## config.mk

```make
export PLATFORM = sky130hd
export DESIGN_NAME = ramped_pwm_module
export DESIGN_NICKNAME = d
export VERILOG_FILES = /design/src/rtl/pwm_pkg.sv /design/src/rtl/pwm_channel.sv /design/src/rtl/ramped_pwm_module.sv
export SDC_FILE = /design/constraint.sdc
export NUM_CORES = 1
export LEC_CHECK = 0
export ABC_AREA = 1
export BUFFER_PORTS_ARGS = -buffer_cell sky130_fd_sc_hd__buf_4
export CORE_MARGIN = 1.5
export CORE_UTILIZATION = 55
export DETAILED_ROUTE_END_ITERATION = 16
export HOLD_SLACK_MARGIN = 0.08
export PLACE_DENSITY_LB_ADDON = 0.25
export SKIP_LAST_GASP = 1
export SLEW_MARGIN = 40
export SYNTH_ARGS = -nofsm -noshare
export SYNTH_HDL_FRONTEND = slang
export SYNTH_HIERARCHICAL = 1
export SYNTH_SLANG_ARGS = --single-unit
```

## constraint.sdc

```tcl
create_clock -name CLK -period 4.7 [get_ports CLK]
set_input_delay 0.705 -clock CLK [delete_from_list [all_inputs] [get_ports CLK]]
set_output_delay 0.705 -clock CLK [all_outputs]
set_load 0.02 [all_outputs]
```

## src/rtl/pwm_pkg.sv

```systemverilog
`default_nettype none
// ============================================================================
// Module   : pwm_pkg
// Purpose  : Shared types and constants for the ramped PWM generator:
//            fade-state encoding, key-bit indices and the duty preset table.
// Ports    : none (package)
// Config   : PWM_FADE_EN (fade_state_t is only used when it is defined)
// Revision : 1.0 - initial release
// ============================================================================
package pwm_pkg;

  // Ramp direction of one channel's active duty relative to its target.
  typedef enum logic [1:0] {
    IDLE = 2'd0,
    UP   = 2'd1,
    DOWN = 2'd2
  } fade_state_t;

  // Bit positions inside each channel's 4-bit key group; lower index wins.
  localparam int KEY_MAX  = 0;
  localparam int KEY_HALF = 1;
  localparam int KEY_20   = 2;
  localparam int KEY_OFF  = 3;

  // Preset duty for a key index at a given resolution.
  // MAXD = 2^res_bits - 1; the 20% preset truncates (MAXD/5).
  function automatic int unsigned preset_duty(input int key_idx, input int res_bits);
    int unsigned maxd;
    maxd = (32'd1 << res_bits) - 32'd1;
    case (key_idx)
      KEY_MAX:  return maxd;
      KEY_HALF: return maxd >> 1;
      KEY_20:   return maxd / 32'd5;
      default:  return 32'd0;
    endcase
  endfunction

endpackage
`default_nettype wire

```

## src/rtl/pwm_channel.sv

```systemverilog
`default_nettype none
// ============================================================================
// Module   : pwm_channel
// Purpose  : One PWM channel: key decode into a target duty, active duty that
//            only moves on the update strobe (direct load, or +/-1 ramp when
//            fading), phase compare and registered output.
// Ports    : CLK, RSTn       - clock, async active-low reset
//            keys[3:0]       - key pulses {off, 20%, half, max}
//            phase           - shared phase counter
//            duty_update     - strobe on which active duty may change
//            pwm_out         - registered (phase < active)
//            busy            - active duty differs from target duty
// Config   : PWM_FADE_EN - ramp active toward target instead of loading it
// Revision : 1.0 - initial release
// ============================================================================
module pwm_channel
  import pwm_pkg::*;
#(
  parameter int RES_BITS = 8
) (
  input  logic                CLK,
  input  logic                RSTn,
  input  logic [3:0]          keys,
  input  logic [RES_BITS-1:0] phase,
  input  logic                duty_update,
  output logic                pwm_out,
  output logic                busy
);

  localparam logic [RES_BITS-1:0] c_duty_max  = RES_BITS'(preset_duty(KEY_MAX,  RES_BITS));
  localparam logic [RES_BITS-1:0] c_duty_half = RES_BITS'(preset_duty(KEY_HALF, RES_BITS));
  localparam logic [RES_BITS-1:0] c_duty_20   = RES_BITS'(preset_duty(KEY_20,   RES_BITS));
  localparam logic [RES_BITS-1:0] c_duty_off  = RES_BITS'(preset_duty(KEY_OFF,  RES_BITS));

  logic [RES_BITS-1:0] r_target;
  logic [RES_BITS-1:0] r_active;
  logic [RES_BITS-1:0] w_key_duty;
  logic                w_key_hit;

  // Priority decode: max > half > 20% > off.
  always_comb begin
    w_key_hit  = |keys;
    w_key_duty = c_duty_off;
    if (keys[KEY_MAX])       w_key_duty = c_duty_max;
    else if (keys[KEY_HALF]) w_key_duty = c_duty_half;
    else if (keys[KEY_20])   w_key_duty = c_duty_20;
    else                     w_key_duty = c_duty_off;
  end

  always_ff @(posedge CLK or negedge RSTn) begin
    if (!RSTn) begin
      r_target <= '0;
    end else if (w_key_hit) begin
      r_target <= w_key_duty;
    end
  end

`ifdef PWM_FADE_EN
  localparam logic [RES_BITS-1:0] c_one = RES_BITS'(1);

  fade_state_t w_state;

  // Direction is re-evaluated every cycle, so a target change mid-ramp
  // simply redirects from the current active value.
  always_comb begin
    w_state = IDLE;
    if (r_target > r_active)      w_state = UP;
    else if (r_target < r_active) w_state = DOWN;
  end

  always_ff @(posedge CLK or negedge RSTn) begin
    if (!RSTn) begin
      r_active <= '0;
    end else if (duty_update) begin
      case (w_state)
        UP:      r_active <= r_active + c_one;
        DOWN:    r_active <= r_active - c_one;
        default: r_active <= r_active;
      endcase
    end
  end
`else
  // Active samples the pre-edge target, so a key on the boundary edge
  // takes effect one period later.
  always_ff @(posedge CLK or negedge RSTn) begin
    if (!RSTn) begin
      r_active <= '0;
    end else if (duty_update) begin
      r_active <= r_target;
    end
  end
`endif

  // Strict compare: duty MAXD leaves one phase step low each period.
  always_ff @(posedge CLK or negedge RSTn) begin
    if (!RSTn) begin
      pwm_out <= 1'b0;
    end else begin
      pwm_out <= (phase < r_active);
    end
  end

  assign busy = (r_active != r_target);

endmodule
`default_nettype wire

```

## src/rtl/ramped_pwm_module.sv

```systemverilog
`default_nettype none
// ============================================================================
// Module   : ramped_pwm_module
// Purpose  : Multi-channel PWM generator with key-selected duty presets.
//            Shared prescaler and phase counter; per-channel duty applied only
//            at period boundaries (optionally ramped one step at a time).
// Ports    : CLK, RSTn       - clock, async active-low reset
//            option_keys     - 4 key-pulse bits per channel
//            pwm_out         - registered PWM outputs
//            busy            - per channel, active duty != target duty
//            period_start    - one-cycle pulse on first cycle of each period
// Config   : PWM_FADE_EN - enables step counter and per-channel ramping
// Revision : 1.0 - initial release
// ============================================================================
module ramped_pwm_module
  import pwm_pkg::*;
#(
  parameter int CLK_DIV      = 195,
  parameter int RES_BITS     = 8,
  parameter int CHANNELS     = 4,
  parameter int STEP_PERIODS = 1
) (
  input  logic                  CLK,
  input  logic                  RSTn,
  input  logic [4*CHANNELS-1:0] option_keys,
  output logic [CHANNELS-1:0]   pwm_out,
  output logic [CHANNELS-1:0]   busy,
  output logic                  period_start
);

  localparam logic [15:0]         c_div_last  = 16'(CLK_DIV - 1);
  localparam logic [RES_BITS-1:0] c_phase_one = RES_BITS'(1);

  logic [15:0]         r_prescale;
  logic [RES_BITS-1:0] r_phase;
  logic                w_tick;
  logic                w_period_end;
  logic                w_duty_update;

  generate
    if (CLK_DIV < 2 || CLK_DIV > 65535) begin : g_bad_clk_div
      $error("CLK_DIV out of range 2..65535");
    end
    if (STEP_PERIODS < 1 || STEP_PERIODS > 255) begin : g_bad_step
      $error("STEP_PERIODS out of range 1..255");
    end
  endgenerate

  assign w_tick       = (r_prescale == c_div_last);
  assign w_period_end = w_tick && (&r_phase);

  always_ff @(posedge CLK or negedge RSTn) begin
    if (!RSTn) begin
      r_prescale <= '0;
    end else if (w_tick) begin
      r_prescale <= '0;
    end else begin
      r_prescale <= r_prescale + 16'd1;
    end
  end

  // Natural wrap from all-ones to zero closes each period.
  always_ff @(posedge CLK or negedge RSTn) begin
    if (!RSTn) begin
      r_phase <= '0;
    end else if (w_tick) begin
      r_phase <= r_phase + c_phase_one;
    end
  end

  always_ff @(posedge CLK or negedge RSTn) begin
    if (!RSTn) begin
      period_start <= 1'b0;
    end else begin
      period_start <= w_period_end;
    end
  end

`ifdef PWM_FADE_EN
  localparam logic [7:0] c_step_last = 8'(STEP_PERIODS - 1);

  logic [7:0] r_step_cnt;

  // Shared across channels so all ramps advance on the same boundaries.
  always_ff @(posedge CLK or negedge RSTn) begin
    if (!RSTn) begin
      r_step_cnt <= '0;
    end else if (w_period_end) begin
      if (r_step_cnt == c_step_last) r_step_cnt <= '0;
      else                           r_step_cnt <= r_step_cnt + 8'd1;
    end
  end

  assign w_duty_update = w_period_end && (r_step_cnt == c_step_last);
`else
  assign w_duty_update = w_period_end;
`endif

  generate
    for (genvar gi = 0; gi < CHANNELS; gi++) begin : g_channel
      pwm_channel #(
        .RES_BITS (RES_BITS)
      ) u_channel (
        .CLK         (CLK),
        .RSTn        (RSTn),
        .keys        (option_keys[4*gi +: 4]),
        .phase       (r_phase),
        .duty_update (w_duty_update),
        .pwm_out     (pwm_out[gi]),
        .busy        (busy[gi])
      );
    end
  endgenerate

endmodule
`default_nettype wire
```

==> results by group <==
Timing
  – Final Hold Vio Count: 0
  – Slew HR: 0.5536
  – Unrepaired setup endpoints after global routing: no
  – Final setup TNS: 0 ns
  – Final Critical Period: 1.882 ns
  – Final period utilization: 0.4005
  – Final Skew: 0.007353 ns
  – Final worst slack: 2.818 ns
  – Final Max Slew Viols: 0
  – Fmax: 531.3 MHz
  – Endpoints failing setup: 0
  – Hold slack: 0.4102 ns
  – Worst Tran Pin Value: 0.6695 ns

Clocking
  – Root buffer cell: clkbuf_8
  – Number of H-tree levels: 2
  – Post_cts resized: 0
  – CTS Buf Count: 5
  – Clock buffer depth: 2
  – Clock insertion delay at the later pin of the skew report: 0.32 ns
  – Clock slew at reported path FFs: 0.10 ns
  – CTS tree: built
  – Setup Fix Bufs, Post-CTS: 0
  – Clock sink count: 53
  – Hold-fix buffers, CTS: 0

Global route
  – Global-route wire length before repair: 11.01 mm
  – Initial antenna violation count: 0
  – Largest net degree at the start of global routing: 54
  – Vias in the first global route: 2466
  – GR Overflow Total: 0
  – Gr usage total: 0.2245

Drt
  – First-pass detailed-route iteration total: 4
  – Drt total wl: 6.221 mm
  – DR iter-0 viols: 180
  – Detailed-route vias per instance: 5.038
  – DRT antenna net count: 0
  – DRC viols: 0
  – Via Count: 2544
  – Drt wl/cell: 12.32 um

Critical path
  – Type of the worst setup path: reg -> out
  – Arrival @ worst endpoint: 1.18 ns
  – Worst path required time: 3.99 ns
  – Crit Path Max Fanout: 3
  – Startpoint class of the critical path: flop
  – Crit. End Element: output port

Floorplanning
  – Chip height: 79.64 um
  – Placeable core area: 5574 um2
  – Row count: 27
  – Die Width: 79.64 um
  – Full die area: 6343 um2
  – Starting Density: 0.5796
  – # IOs: 27

Finish
  – Most frequent cells in the layout: nand2_1 (105), inv_1 (53), dfrtp_1 (53)
  – Diode count: 0
  – FF+latch area: 1326 um2
  – Design area: 3625 um2
  – Fill count: 495
  – Final #Nets: 481
  – Util after Layout: 0.6503
  – Fraction of layout cells with a size suffix above 1: 0.1224
  – P&R area growth vs syn: 12.20%
  – Multi-input combinational cell area: 1674 um2
  – Post-route non-filler standard cell count: 505
  – Most common cell after layout, fill and taps aside: nand2_1

Pwr
  – Pwr Total: 834.4 uW
  – Max VDD drop: 146.0 uV
  – PwrDens: 230.2 nW/um2
  – Pleak: 1.779 nW

Yosys
  – Gate Count Post-Synth: 400
  – Synth Cell Area: 3231 um2
  – Synthesized area per cell: 8.076 um2
  – Post-synth cell types: 25
  – Flops & latches, synth: 53
  – Syn Nets: 449
  – YS warnings: 6
  – Post-synthesis sequential area ratio: 0.4105

Place
  – Gpl congestion: 0.8244
  – HPWL Detailed: 4.503 mm
  – Placement Setup Slack: 3.026 ns
  – Area post-placement: 3505 um2
  – Buffers on Ports: 26
  – Placed cell count: 497

Flow run
  – Maxcap violations: 0

Status
  – Status: finished clean

Min path
  – Hold Path Class: in -> async
==> worst paths after layout <==
kind / slack (ns) / from / endpoint / cells after the start
setup / recovery: 2.82 / g_channel[0].u_channel/r_active[5]$_DFFE_PN0P_ / busy[0] / 3
hold / removal: 0.41 / RSTn / r_prescale[10]$_DFF_PN0_ / 1
setup reg to reg: 3.02 / r_phase[1]$_DFFE_PN0N_ / g_channel[2].u_channel/r_active[5]$_DFFE_PN0P_ / 7
hold reg to reg: 0.50 / r_prescale[15]$_DFF_PN0_ / r_prescale[15]$_DFF_PN0_ / 1
max in group asynchronous: 3.84 / RSTn / g_channel[2].u_channel/r_target[7]$_DFFE_PN0P_ / 1
min in group CLK: 0.50 / r_prescale[15]$_DFF_PN0_ / r_prescale[15]$_DFF_PN0_ / 1
==> critical path, cell delays in order, from the launching register on <==
cell	delay (ns)
dfrtp_1	0.43
xnor2_1	0.19
nand3_1	0.09
buf_4	0.16
==> state kept, by name, indices dropped and copies added, names as in the netlist <==
register / flops
g_channel.u_channel/r_active: 12
r_prescale: 16
r_phase: 8
g_channel.u_channel/pwm_out: 4
g_channel.u_channel/r_target: 12
period_start: 1
==> layer usage <==
layer / GRT usage / share of wire
met1: 0.2971 / 0.48
met2: 0.3763 / 0.48
met3: 0.03771 / 0.033
met4: 0.06667 / 0.011
met5: 0 / 0
==> synth_stat cells (all sizes together) <==
library cell	instances	area, um2
a21oi	16	91.34
nor2	48	197.7
a211o	4	35.03
dfrtp	53	1326
nand3	20	100.1
a31o	4	35.03
buf	2	18.77
inv	54	202.7
nand2	111	436.7
xor2	8	70.07
nand4	8	50.05
xnor2	16	140.1
clkinv	1	8.760
o21ai	18	90.08
ha	31	387.9
or2	4	25.02
o21bai	2	15.01
==> power by group <==
group	total (mW)	switching, mW	internal (mW)
clock	0.333	0.160	0.173
combinational	0.0349	0.0177	0.0172
sequential	0.466	0.00528	0.461
total	0.834	0.183	0.651
==> cells by family (layout without fill, tap and decap cells) <==
logic type	Yosys count	in the layout	share of synthesized area
buf+inv	57	90	0.07126
flops	53	53	0.4105
compound gates	44	44	0.08249
xor+xnor	24	24	0.06507
simple gates	191	191	0.2506
fa+ha+maj	31	31	0.1201
==> final cells by class <==
| type | instances | share of cell area |
|---|---|---|
| Multi-Input combinational cell | 290 | 0.4619 |
| Clock buffer | 6 | 0.02278 |
| Timing Repair Buffer | 27 | 0.05592 |
| Inverter | 55 | 0.05834 |
| Tap cell | 72 | 0.02485 |
| Clock inverter | 2 | 0.01036 |
| Sequential cell | 53 | 0.3659 |
No activity file was read; power rests on OpenSTA's default activity.
